## src/rtl/mem_master.sv

```systemverilog
// mem_master: request-to-memory bridge FSM; define MEM_MASTER_BURST_EN for req_len+1 beat bursts
module mem_master #(
  parameter int DATA_W = 16,
  parameter int ADDR_W = 16
) (
  input  logic              clk,
  input  logic              reset,
  input  logic              req_valid,
  output logic              req_ready,
  input  logic              req_write,
  input  logic [ADDR_W-1:0] req_addr,
  input  logic [DATA_W-1:0] req_wdata,
  input  logic [2:0]        req_len,
  output logic              rsp_valid,
  input  logic              rsp_ready,
  output logic [DATA_W-1:0] rsp_rdata,
  output logic              busy,
  output logic [DATA_W-1:0] mem_w,
  output logic [ADDR_W-1:0] mem_a,
  output logic [DATA_W-1:0] mem_d,
  input  logic [DATA_W-1:0] mem_out
);
  typedef enum logic [1:0] {IDLE, WRITE, READ, RESP} state_t;
  state_t            state;
  logic [ADDR_W-1:0] addr;
  logic [DATA_W-1:0] wdata;
  logic              wr;
  logic [2:0]        cnt;
  logic [2:0]        len_in;
`ifdef MEM_MASTER_BURST_EN
  assign len_in = req_len;
`else
  logic unused_len;
  assign unused_len = ^req_len;
  assign len_in = '0;
`endif
  assign req_ready = state == IDLE;
  assign rsp_valid = state == RESP;
  assign busy      = state != IDLE;
  assign mem_w     = DATA_W'(state == WRITE);
  assign mem_a     = (state == WRITE || state == READ) ? addr : '0;
  assign mem_d     = state == WRITE ? wdata : '0;
  // sequencing of accept, memory beats and response handshakes
  always_ff @(posedge clk or posedge reset)
    if (reset) begin
      state     <= IDLE;
      addr      <= '0;
      wdata     <= '0;
      wr        <= 1'b0;
      cnt       <= '0;
      rsp_rdata <= '0;
    end else
      case (state)
        IDLE:
          if (req_valid) begin
            addr  <= req_addr;
            wdata <= req_wdata;
            wr    <= req_write;
            cnt   <= len_in;
            state <= req_write ? WRITE : READ;
          end
        WRITE:
          if (cnt == '0) begin
            rsp_rdata <= '0;
            state     <= RESP;
          end else begin
            addr <= addr + 1'b1;
            cnt  <= cnt - 1'b1;
          end
        READ: begin
          rsp_rdata <= mem_out;
          state     <= RESP;
        end
        default:
          if (rsp_ready) begin
            if (!wr && cnt != '0) begin
              addr  <= addr + 1'b1;
              cnt   <= cnt - 1'b1;
              state <= READ;
            end else
              state <= IDLE;
          end
      endcase
endmodule

```

## config.mk

```make
export PLATFORM = sky130hd
export DESIGN_NAME = mem_master
export DESIGN_NICKNAME = d
export VERILOG_FILES = /design/src/rtl/mem_master.sv
export SDC_FILE = /design/constraint.sdc
export NUM_CORES = 1
export LEC_CHECK = 0
export CAP_MARGIN = 20
export CORE_UTILIZATION = 36
export DETAILED_ROUTE_END_ITERATION = 16
export PLACE_DENSITY = 0.69
export SLEW_MARGIN = 20
export SYNTH_ARGS = -nofsm -noshare
export SYNTH_HDL_FRONTEND = slang
export SYNTH_SLANG_ARGS = --single-unit
export TNS_END_PERCENT = 1
```

## constraint.sdc

```tcl
create_clock -name clk -period 2.4 [get_ports clk]
set_clock_uncertainty 0.2 [all_clocks]
set_input_delay 0.48 -clock clk [delete_from_list [all_inputs] [get_ports clk]]
set_output_delay 0.48 -clock clk [all_outputs]
set_load 0.01 [all_outputs]
```

==> results_dict.tcl <==
set metrics [dict create \
    via_count 2522 \
    synth-seq-area-share 0.450 \
    gr-total-overflow 0 \
    ys_ff_latch 54 \
    synth_cell_type_count 49 \
    place_area_sq_mm 0.00415 \
    path_buf_inv 3 \
    die_width_um 93.3 \
    peakVddDrop_mv 0.621 \
    p_seq_frac 0.308 \
    fin_ws_ns 0.0605 \
    die_h_um 93.3 \
    first_iter_violations 94 \
    synth_flop_cell "dfrtp_1" \
    rsz0062_at_grt "yes" \
    grt_pass1_vias 2473 \
    root_buffer "clkbuf_8" \
    grt_first_pass_wirelength_um 11500 \
    syn_area_sq_mm 0.00300 \
    antenna_left 0 \
    worstPathCellList "inv_2 -> ha_4 -> buf_4 -> clkdlybuf4s50_1" \
    worst_path_max_delay_cell "clkdlybuf4s50_1" \
    max_slew_margin 0.567 \
    finalCritPeriodShare 0.975 \
    cts_tree "done" \
    wire_per_inst_um 13.2 \
    worstSetupPathType "flip-flop to primary output" \
    critPathCaptureType "primary output" \
    comb_power_share 0.589 \
    n_antenna_cell 0 \
    initial_core_util 0.381 \
    worstMarginPinSlew_ns 0.647 \
    htreeDepth 2 \
    switching_power_mw 2.11 \
    wirelength_um 7000 \
    yosys_warnings 0 \
    path_delay_family "buffers and inverters" \
    syn_area_per_cell_sq_um 9.30 \
    row_count 32 \
    viasPerCell 4.77 \
    synth_top_family_by_area "simple AND/OR/NAND/NOR gates" \
    synth-adder-area-share 0.0333 \
    place_congestion 0.784 \
    start_kind "flip-flop" \
    fmax_mhz 427 \
    setup_violations 0 \
    cts_made_buffers 5 \
    synth-simple-area-share 0.202 \
    fillers 738 \
    clock_sinks 54 \
    synthXorXnorAreaFrac 0 \
    dieArea_sq_mm 0.00871 \
    area_growth_syn_to_layout_pct 40.9 \
    cpPeakStageDelay_ns 0.54 \
    powerDensity_mw_per_mm2 1210 \
    layout-drive-gt1-share 0.124 \
    fin_nets 490 \
    path_clk_slew_ns 0.10 \
    async_flop_share 1.00 \
    min_period_ns 2.34 \
    crit_required_ns 1.72 \
    critPathMaxFanout 8 \
    outcome "completed" \
    clockBufferDepth 2 \
    pwr-share-clk 0.103 \
    track_usage 0.167 \
    ios 123 \
    final_cell_area_sq_mm 0.00423 \
    worstPathArrival_ns 1.66 \
    grt_max_degree 41 \
    maxCapViolCount 0 \
    hold_viol 0 \
    netSwitchingFraction 0.414 \
    setup_tns_ns 0 \
    synth.mux.area_fraction 0.0737 \
    synth-compound-area-share 0.156 \
    first_pass_iters 4 \
    internal-power_mw 2.99 \
    antenna_found_initial 0 \
    pre_cts_ws_ns 0.120 \
    post-route-drc-count 0 \
    portBuffers 104 \
    power_leakage_nw 1.92 \
    slew_viol_final 0 \
    design.core.area_sq_mm 0.00789 \
    holdWs_ns 0.261 \
    synth_cells 323 \
    insertion_delay_ns 0.31 \
    hold_path.class "input port to async pin" \
    dp_hpwl_um 5070 \
    synth-edff-count 0 \
]
-- cell type report --
class                   count  area (sq um)  share of cell area
clock inverters             1          5.00             0.00118
inverters                  13          48.8              0.0115
flip-flops and latches     54          1350               0.319
multi-input cells         236          1490               0.352
repair buffers            116          1120               0.266
well taps                 102           128              0.0302
clock buffers               7          86.3              0.0204
-- metal layers --
| layer | vias to the layer above | routed length [um] | track usage |
|---|---|---|---|
| li1 | 1275 | - | - |
| met5 | - | 0 | 0 |
| met2 | 73 | 3370 | 0.286 |
| met1 | 1169 | 3160 | 0.210 |
| met4 | 0 | 72 | 0.0474 |
| met3 | 5 | 395 | 0.0390 |
-- worst paths after layout --
check	startpoint	end	slack (ns)	cells after the start
hold / removal	reset	rsp_rdata[4]	0.26	2
min in group clk	rsp_rdata[4]	rsp_rdata[4]	0.29	2
max in group asynchronous	reset	wdata[8]	1.20	3
setup reg to reg	state[0]	cnt[2]	0.23	8
hold reg to reg	rsp_rdata[4]	rsp_rdata[4]	0.29	2
setup / recovery	state[1]	mem_w[0]	0.06	4
-- logic make-up (layout without fill, tap and decap cells) --
| family | Yosys count | after routing |
|---|---|---|
| and+or+nand+nor | 119 | 119 |
| DFF | 54 | 54 |
| muxes | 20 | 20 |
| buffers and inverters | 47 | 137 |
| other | 1 | 15 |
| adders and majority gates | 8 | 8 |
| AOI/OAI and AO/OA | 74 | 74 |
-- stage by stage --
stage | utilization | std cells | total power, mW
floorplan | - | 337 | 3.41
global placement | 0.526 | 521 | 4.66
detailed placement | 0.526 | 521 | 4.75
CTS | 0.535 | 529 | 5.14
global route | 0.536 | 529 | 5.58
finish | 0.536 | 529 | 5.10
-- layout by cell type, fill, tap and decap left out, drive strengths merged, types with 3 or more instances in the layout --
| master | count |
|---|---|
| dlygate4sd2 | 30 |
| a21oi | 10 |
| o2bb2ai | 5 |
| dfrtp | 54 |
| mux2i | 3 |
| nor2b | 3 |
| inv | 13 |
| o21ai | 36 |
| o22ai | 3 |
| conb | 15 |
| ha | 8 |
| clkdlybuf4s50 | 71 |
| nor2 | 18 |
| clkbuf | 9 |
| nand3 | 3 |
| nor3 | 4 |
| buf | 12 |
| and2 | 32 |
| nand2 | 46 |
| and3 | 5 |
| mux2 | 17 |
| a22oi | 6 |
-- power by group through the flow --
stage	sequential [mW]	clock (mW)	combinational [mW]
after global routing	1.63	0.579	3.37
after CTS	1.58	0.548	3.01
after detailed placement	1.60	0	3.15
after floorplan	1.56	0	1.85
final	1.57	0.525	3.00
after global placement	1.58	0	3.09
-- repair_timing --
item / in CTS / in global routing
hold buffers: 0 / 0
hold endpoints to repair: 0 / 0
resized for setup: 36 / 7
setup endpoints to repair: 34 / 34
buffers inserted: 0 / 0
-- sequential cells by signal (all words and copies together) (netlist names) --
| register | flops |
|---|---|
| cnt | 3 |
| wdata | 16 |
| rsp_rdata | 16 |
| wr | 1 |
| addr | 16 |
| state | 2 |
-- synth_stat cells (all sizes together), types with 4 or more instances --
master,instances,area [sq um]
buf,23,161
and2,32,201
clkbuf,11,42.5
dfrtp,54,1350
o2bb2ai,5,43.8
nor2,18,70.1
a22oi,6,45.0
nand2,46,175
and3,5,43.8
a21oi,10,50.1
nor3,4,20.0
ha,8,100
inv,13,48.8
o21ai,36,180
mux2,17,191
Power figures use the tool's default switching activity.
